**src/rtl/conv_arbiter.sv**
```systemverilog
// Round-robin arbiter sharing one float<->Q2.20 converter pair behind a 2-stage valid/ready pipeline.
// Optional CONV_STATS_EN builds delivered/saturated conversion counters; otherwise the stat outputs are tied to 0.
module conv_arbiter #(
  parameter int N_REQ = 4,
  parameter int ID_W  = 2
) (
  input  logic                 clk,
  input  logic                 rst_n,
  input  logic [N_REQ-1:0]     req_valid,
  output logic [N_REQ-1:0]     req_ready,
  input  logic [N_REQ-1:0]     req_dir,
  input  logic [32*N_REQ-1:0]  req_data,
  output logic                 resp_valid,
  input  logic                 resp_ready,
  output logic [ID_W-1:0]      resp_id,
  output logic                 resp_dir,
  output logic [31:0]          resp_data,
  output logic [15:0]          stat_count,
  output logic [15:0]          stat_sat
);

  localparam logic [ID_W:0]   NREQ_W = (ID_W+1)'(N_REQ);
  localparam logic [ID_W-1:0] LAST_ID = ID_W'(N_REQ - 1);

  // IEEE-754 single -> Q2.20, truncating toward zero; |x| >= 2 (exponent bit 7 set) saturates.
  function automatic logic [21:0] fl_f(input logic [31:0] f);
    logic [7:0]  e;
    logic [21:0] mag;
    e   = f[30:23];
    mag = 22'({(e != 8'd0), f[22:0]} >> (8'd130 - e));
    if (f[30]) return 22'h200000;
    return f[31] ? (~mag + 22'd1) : mag;
  endfunction

  // Q2.20 -> IEEE-754 single; every Q2.20 value is exactly representable.
  function automatic logic [31:0] f_fl(input logic [21:0] x);
    logic [21:0] mag;
    logic [4:0]  p;
    logic [22:0] norm;
    mag = x[21] ? (~x + 22'd1) : x;
    p   = 5'd0;
    for (int b = 0; b < 22; b++) begin
      if (mag[b]) p = 5'(b);
    end
    norm = {1'b0, mag} << (5'd23 - p);
    if (mag == 22'd0) return 32'd0;
    return {x[21], 8'd107 + {3'b000, p}, norm};
  endfunction

  logic [ID_W-1:0] ptr_q, ptr_d;
  logic [ID_W-1:0] grant_id;
  logic            grant_found;
  logic            grant_hs;
  logic            s1_accept;
  logic            s2_load;

  logic            s1_valid_q, s1_valid_d;
  logic            s1_dir_q, s1_dir_d;
  logic [31:0]     s1_data_q, s1_data_d;
  logic [ID_W-1:0] s1_id_q, s1_id_d;

  logic            resp_valid_q, resp_valid_d;
  logic            resp_dir_q, resp_dir_d;
  logic [31:0]     resp_data_q, resp_data_d;
  logic [ID_W-1:0] resp_id_q, resp_id_d;

  logic [21:0]     fx_res;
  logic [31:0]     fl_res;
  logic [31:0]     conv_res;

  assign s2_load   = !resp_valid_q || resp_ready;
  assign s1_accept = !s1_valid_q || s2_load;
  assign grant_hs  = grant_found && s1_accept;

  // Scan from highest offset down so the last hit is the one closest to ptr.
  always_comb begin
    logic [ID_W:0] idx;
    idx         = '0;
    grant_found = 1'b0;
    grant_id    = ptr_q;
    for (int k = N_REQ - 1; k >= 0; k--) begin
      idx = {1'b0, ptr_q} + (ID_W+1)'(k);
      if (idx >= NREQ_W) idx = idx - NREQ_W;
      if (req_valid[idx[ID_W-1:0]]) begin
        grant_found = 1'b1;
        grant_id    = idx[ID_W-1:0];
      end
    end
  end

  for (genvar gi = 0; gi < N_REQ; gi++) begin : g_ready
    assign req_ready[gi] = grant_hs && (grant_id == ID_W'(gi));
  end

  always_comb begin
    ptr_d = ptr_q;
    if (grant_hs) ptr_d = (grant_id == LAST_ID) ? '0 : grant_id + 1'b1;
  end

  assign fx_res   = fl_f(s1_data_q);
  assign fl_res   = f_fl(s1_data_q[21:0]);
  assign conv_res = s1_dir_q ? fl_res : {10'd0, fx_res};

  always_comb begin
    s1_valid_d = s1_valid_q;
    s1_dir_d   = s1_dir_q;
    s1_data_d  = s1_data_q;
    s1_id_d    = s1_id_q;
    if (s1_accept) begin
      s1_valid_d = grant_hs;
      if (grant_hs) begin
        s1_dir_d  = req_dir[grant_id];
        s1_data_d = req_data[32*int'(grant_id) +: 32];
        s1_id_d   = grant_id;
      end
    end
  end

  always_comb begin
    resp_valid_d = resp_valid_q;
    resp_dir_d   = resp_dir_q;
    resp_data_d  = resp_data_q;
    resp_id_d    = resp_id_q;
    if (s2_load) begin
      resp_valid_d = s1_valid_q;
      if (s1_valid_q) begin
        resp_dir_d  = s1_dir_q;
        resp_data_d = conv_res;
        resp_id_d   = s1_id_q;
      end
    end
  end

  always_ff @(posedge clk or negedge rst_n) begin
    if (!rst_n) begin
      ptr_q        <= '0;
      s1_valid_q   <= 1'b0;
      s1_dir_q     <= 1'b0;
      s1_data_q    <= '0;
      s1_id_q      <= '0;
      resp_valid_q <= 1'b0;
      resp_dir_q   <= 1'b0;
      resp_data_q  <= '0;
      resp_id_q    <= '0;
    end else begin
      ptr_q        <= ptr_d;
      s1_valid_q   <= s1_valid_d;
      s1_dir_q     <= s1_dir_d;
      s1_data_q    <= s1_data_d;
      s1_id_q      <= s1_id_d;
      resp_valid_q <= resp_valid_d;
      resp_dir_q   <= resp_dir_d;
      resp_data_q  <= resp_data_d;
      resp_id_q    <= resp_id_d;
    end
  end

  assign resp_valid = resp_valid_q;
  assign resp_dir   = resp_dir_q;
  assign resp_data  = resp_data_q;
  assign resp_id    = resp_id_q;

`ifdef CONV_STATS_EN
  logic        sat_q, sat_d;
  logic [15:0] cnt_q, cnt_d;
  logic [15:0] satcnt_q, satcnt_d;
  logic        resp_hs;

  assign resp_hs = resp_valid_q && resp_ready;

  always_comb begin
    sat_d    = sat_q;
    cnt_d    = cnt_q;
    satcnt_d = satcnt_q;
    if (s2_load && s1_valid_q) sat_d = !s1_dir_q && s1_data_q[30];
    if (resp_hs && cnt_q != 16'hFFFF) cnt_d = cnt_q + 16'd1;
    if (resp_hs && sat_q && satcnt_q != 16'hFFFF) satcnt_d = satcnt_q + 16'd1;
  end

  always_ff @(posedge clk or negedge rst_n) begin
    if (!rst_n) begin
      sat_q    <= 1'b0;
      cnt_q    <= '0;
      satcnt_q <= '0;
    end else begin
      sat_q    <= sat_d;
      cnt_q    <= cnt_d;
      satcnt_q <= satcnt_d;
    end
  end

  assign stat_count = cnt_q;
  assign stat_sat   = satcnt_q;
`else
  assign stat_count = 16'd0;
  assign stat_sat   = 16'd0;
`endif

endmodule

```
**config.mk**
```make
export PLATFORM = sky130hd
export DESIGN_NAME = conv_arbiter
export DESIGN_NICKNAME = d
export VERILOG_FILES = /design/src/rtl/conv_arbiter.sv
export SDC_FILE = /design/constraint.sdc
export NUM_CORES = 1
export LEC_CHECK = 0
export CORE_MARGIN = 2
export CORE_UTILIZATION = 35
export DETAILED_ROUTE_END_ITERATION = 16
export GPL_ROUTABILITY_DRIVEN = 0
export PLACE_DENSITY = 0.71
export SLEW_MARGIN = 20
export SYNTH_ARGS = -nofsm -noshare
export SYNTH_HDL_FRONTEND = slang
export SYNTH_SLANG_ARGS = --single-unit
export TNS_END_PERCENT = 10
```
**constraint.sdc**
```tcl
create_clock -name clk -period 5.5 [get_ports clk]
set_input_delay 1.375 -clock clk [delete_from_list [all_inputs] [get_ports clk]]
set_output_delay 1.375 -clock clk [all_outputs]
set_load 0.005 [all_outputs]
```
==> flow_summary.yaml <==
pwr:
  leakagePower_nw: 4.61
  ir_drop_uv: 360
  p_total_mw: 8.22
  power.density_mw_per_mm2: 720
place:
  pre_cts_ws_ns: 0.625
  dp_hpwl_um: 23300
  postPlaceCellArea_sq_mm: 0.0111
  place.port_buffers: 178
setup_path:
  crit_family: "buffers and inverters"
  cp_slowest_cell: "clkdlybuf4s50_1"
  ff2ff_path_depth: 13
  critPathLaunch: "req_valid[3]"
  rr_startpoint: "s1_data_q[0]$_DFFE_PN0P_"
  critPathMaxStageDelay_ns: 0.59
  cp_num_buf_inv: 3
  path_max_fanout: 7
  critPathRequiredTime_ns: 4.12
  cp-endpoint: "req_ready[3]"
  crit_arrival_ns: 3.52
  r2r_setup_slack_ns: 0.74
  critPathLaunchType: "primary input"
  critPathCaptureType: "output port"
  cp.depth: 7
  crit_chain: "clkdlybuf4s50_1 -> nor3b_1 -> o41ai_2 -> ha_1 -> inv_1 -> nor2_1 -> clkdlybuf4s50_1"
  cpMostUsedCell: "clkdlybuf4s50_1"
  r2r_end: "resp_data[8]$_DFFE_PN0P_"
  critPathKind: "primary input to output port"
floorplanning:
  rows: 59
  initial_core_util_pct: 35.8
  die_x_um: 167
  die_h_um: 167
  die-area_sq_mm: 0.0280
  num_io_pins: 211
  fp.coreArea_sq_mm: 0.0261
logic_synthesis:
  syn_area_sq_mm: 0.00935
  ys_warn_count: 0
  synth_top_area_share_pct: 19.8
  synthFlopType: "dfrtp_1"
  yosys_register_bits: 74
  synthDistinctLibCells: 101
  synthTopCellsByArea: "dfrtp_1 (20%), nand2_1 (8.2%), nor2_1 (7.3%), mux2i_1 (7.3%), o21ai_0 (6.3%)"
  async_flop_share_pct: 100
  synth_edf_count: 0
  syn_avg_cell_area_sq_um: 7.07
  syn_inst: 1322
  yosys.area.top_type: "dfrtp_1"
  yosysSeqAreaShare_pct: 19.8
final_layout:
  final_util_pct: 43.7
  area_growth_pct: 22.1
  nets: 1569
  antennaDiodeCount: 0
  mostFrequentLayoutCells: "nand2_1 (204), nor2_1 (181), clkdlybuf4s50_1 (177)"
  drive_gt1_share_pct: 7.37
  mostFrequentLayoutCell: "nand2_1"
  final_area_sq_mm: 0.0114
detailed_routing:
  drtIter0Drc: 1033
  drc: 8
  dr.pass1.iters: 12
  routed_wl_um: 30200
  drtAntennaViolNets: 0
  vias: 10046
  viasPerCell: 5.71
  wl_per_cell_um: 17.2
timing:
  min_period_over_period_pct: 89.0
  maxSlewHeadroom_pct: 36.7
  rsz0062_at_grt: "no"
  worst_slack_ns: 0.606
  timing.fmax_mhz: 204
  slew_violations: 0
  worst_pin_slew_ns: 0.950
  setup_viol: 0
  layout_min_cycle_time_ns: 4.89
  finalClockSkew_ns: 0.00593
  fin_setup_tns_ns: 0
  hold_viol: 0
clock_tree:
  post_cts_buffers: 0
  clock_path_buffers: 2
  cts-root-buf: "clkbuf_16"
  insertion_delay_ns: 0.35
  clk_pin_slew_ns: 0.06
  cts.sinks: 74
  cts_tree: "done"
  cts_hold_buf: 0
  ctsHtreeMaxLevel: 3
  numCtsBuffers: 9
  cts_resized: 0
global_route:
  met2_usage_pct: 31.2
  grt_pass1_wl_um: 48400
  overflow: 0
  grt_max_degree: 75
  top_usage_layer: "met2"
  gr-usage-met3_pct: 4.92
  grt_use_met1_pct: 29.5
  antenna_found_initial: 0
  track_usage_pct: 21.0
  grt_pass1_vias: 9137
outcome:
  violations: "design-rule violations"
  status: "finished, violations left"
job:
  maxCapViolations: 0
hold_path:
  hp-class: "flip-flop to flip-flop"
-- logic make-up after synthesis --
family                   after synthesis  synth area share [%]
XOR/XNOR                              44                  4.32
AND/OR/NAND/NOR                      587                  29.3
flip-flops                            74                  19.8
multiplexers                          92                  11.5
buffers and inverters                171                  8.87
other                                  1                0.0401
adder cells (fa/ha/maj)               11                  1.47
AO/OA/AOI/OAI                        342                  24.7
-- power by group --
part / internal [mW] / total (mW) / switching (mW)
sequential: 0.771 / 1.33 / 0.560
clock: 0.410 / 0.652 / 0.242
combinational: 2.53 / 6.23 / 3.71
-- synthesized netlist by cell type (all sizes together), types with 7 or more instances --
master / count
a2bb2oi: 8
ha: 11
o22ai: 10
inv: 32
nor2b: 7
o31ai: 12
a22oi: 11
a21o: 8
nand4: 15
mux2: 13
xor2: 18
dfrtp: 74
nor3: 25
and2: 7
o211ai: 9
mux2i: 68
a211oi: 13
clkbuf: 66
nand2b: 10
or3: 11
o21ai: 130
buf: 73
a221oi: 10
a21oi: 43
xnor2: 26
nor4: 15
nand2: 206
nor2: 183
a31oi: 11
and3: 8
nand3: 64
o21a: 8
or4: 7
mux4: 11
or2: 12
-- routing by layer --
metal  share of wire, %  vias to the layer above  wire, um
met5                  0                        -         0
met4                3.2                        0       953
met3                 10                       64      3080
met2                 42                      557     12800
met1                 44                     4536     13400
li1                   -                     4889         -
-- through the flow --
step	std cells	hold slack, ns
floorplan	1353	0.439
global route	1759	0.517
global placement	1743	0.463
CTS	1759	0.481
detailed placement	1743	0.467
finish	1759	0.476
-- sequential cells by signal (all words and copies together), names as in the netlist --
register / flops
s1_dir_q: 1
resp_valid: 1
s1_id_q: 2
s1_data_q: 32
resp_data: 32
s1_valid_q: 1
resp_id: 2
ptr_q: 2
resp_dir: 1
-- worst min-delay path: stages (launching register included) --
cell,delay (ns)
dfrtp_1,0.34
nand2_1,0.04
o21ai_0,0.06
-- how the worst min path moves through the flow --
stage,depth (start not counted),from,to,slack [ns]
CTS,2,resp_id[0]$_DFFE_PN0P_,resp_id[0]$_DFFE_PN0P_,0.48
global route,2,resp_data[31]$_DFFE_PN0P_,resp_data[31]$_DFFE_PN0P_,0.52
finish,2,resp_data[30]$_DFFE_PN0P_,resp_data[30]$_DFFE_PN0P_,0.48
floorplan,2,s1_id_q[0]$_DFFE_PN0P_,resp_id[0]$_DFFE_PN0P_,0.44
global placement,2,resp_data[8]$_DFFE_PN0P_,resp_data[8]$_DFFE_PN0P_,0.46
detailed placement,2,resp_id[0]$_DFFE_PN0P_,resp_id[0]$_DFFE_PN0P_,0.47
-- area by class of cell --
class	instances	area [sq um]
clock inverter	6	90.1
inverter	32	123
clock buffer	10	239
timing repair buffer	194	1900
tap	335	419
multi-input combinational	1108	6800
sequential	74	1850
fill	2720	14700
(Power assumes the default switching activity.)
==> RTL edit: new RTL, config.mk and constraints unchanged <==
Set the parameter `ID_W` to 3 (it was 2).
--- a/src/rtl/conv_arbiter.sv
+++ b/src/rtl/conv_arbiter.sv
@@ -2,7 +2,7 @@
 // Optional CONV_STATS_EN builds delivered/saturated conversion counters; otherwise the stat outputs are tied to 0.
 module conv_arbiter #(
   parameter int N_REQ = 4,
-  parameter int ID_W  = 2
+  parameter int ID_W  = 3
 ) (
   input  logic                 clk,
   input  logic                 rst_n,
Interface: changed (resized resp_id); port bits go from 211 to 212. The function was not compared with the original's and may differ.
==> RTL edit against the unedited design <==
  * Final area grew 1.5%
  * Synthesized area grew 1.7%
  * Setup slack lost 460 ps
  * Routed wire length grew 1.1%
  * Sequential cell count grew 3
  * Final cell count shrank 6.7%
  * Critical endpoint is now req_ready[2]
Power is left out: the tool's default activity adds up to more than one toggle a clock period on the data nets, which glitch-free logic cannot reach.
==> RTL edit: results (changes against the unedited design) <==
* First-pass GRT wire length at 49.2 mm (was 48.4 mm)
* Critical path arrival at 3980 ps (was 3520 ps)
* Status: complete, no violations (was complete, but fails checks)
* Vias in the first global route at 9081 (was 9137)
* Yosys cell types at 94 (was 101)
* Gr usage total at 0.212 (was 0.210)
* Pin count of the biggest net entering global routing at 85 (was 75)
* Xor-xnor portion of the synthesized cell area at 0.0405 (was 0.0432)
* CP peak stage delay at 540 ps (was 590 ps)
* Max transition margin at 0.350 (was 0.367)
* Drt pass-1 iters at 8 (was 12)
* Synth area leaders: dfrtp_1 20%, mux2i_1 7.4%, a211oi_1 4.6% (was dfrtp_1 20%, nand2_1 8.2%, nor2_1 7.3%)
* Metal1 wirelength at 13.7 mm (was 13.4 mm)
* Reg2Reg Launch Point: s1_data_q[24] (was s1_data_q[0])
* Routed wire length on met2 at 13.1 mm (was 12.8 mm)
* DP HPWL at 23.6 mm (was 23.3 mm)
* DRC Markers at 0 (was 8)
* Reg2Reg Setup Slack at 560 ps (was 740 ps)
* Post-Synth Adder-Cell Area at 0.0171 (was 0.0147)
* Mux cell area share after synthesis at 0.129 (was 0.115)
* Hold Startpoint: resp_data[27] (was resp_data[30])
* R2r endpoint: resp_data[17] (was resp_data[8])
* PortBufs at 179 (was 178)
* Synth Area in Compound Gates at 0.321 (was 0.247)
* Final wirelength at 30.6 mm (was 30.2 mm)
* Top post-synthesis cells by count: 105 x nand2_1, 77 x dfrtp_1, 75 x clkbuf_1, 72 x a21oi_1, 70 x mux2i_1 (was 204 x nand2_1, 182 x nor2_1, 118 x o21ai_0, 74 x dfrtp_1, 68 x mux2i_1)
* Clk_skew at 9.06 ps (was 5.93 ps)
* Critical path's slowest cell: mux4_2 (was clkdlybuf4s50_1)
## RTL edit: how the worst max path moves through the flow
stage            startpoint      endpoint  slack [ps]  cells past startpoint
2_1_floorplan  req_valid[3]  req_ready[3]         570                      9
3_3_place_gp   req_valid[3]  req_ready[1]         250                      9
3_5_place_dp   req_valid[3]  req_ready[2]         140                      9
4_1_cts        req_valid[3]  req_ready[2]         120                      9
5_1_grt        req_valid[1]  req_ready[2]           7                      9
6_report       req_valid[1]  req_ready[2]         150                      9
## RTL edit: timing repair
action / 4_1_cts / 5_1_grt
resized for setup: 0 / 3
endpoints found under the setup margin: 0 / 4
endpoints found under the hold margin: 0 / 0
## RTL edit: per-stage QoR
| step | utilization | hold slack, ps | setup slack, ps | std cells | instance area (um^2) |
|---|---|---|---|---|---|
| floorplan | - | 439 | 566 | 1226 | 9620 |
| global placement | 0.423 | 454 | 250 | 1627 | 11300 |
| detailed placement | 0.423 | 459 | 138 | 1627 | 11300 |
| CTS | 0.432 | 473 | 123 | 1641 | 11600 |
| global route | 0.433 | 503 | 6.96 | 1641 | 11600 |
| finish | 0.433 | 466 | 146 | 1641 | 11600 |
## RTL edit: cell type report
cell class / instances / area, um^2
Clock buffer: 9 / 225
Clock inverter: 5 / 30.0
Fill cell: 2693 / 15200
Inverter: 26 / 97.6
Multi-Input combinational cell: 978 / 6900
Sequential cell: 77 / 1930
Tap cell: 341 / 427
Timing Repair Buffer: 205 / 1990
## RTL edit: per-layer routing
layer,vias to the layer above,track usage
met5,-,0
met4,0,0.0690
met3,70,0.0397
met2,566,0.315
met1,4542,0.308
li1,4706,-
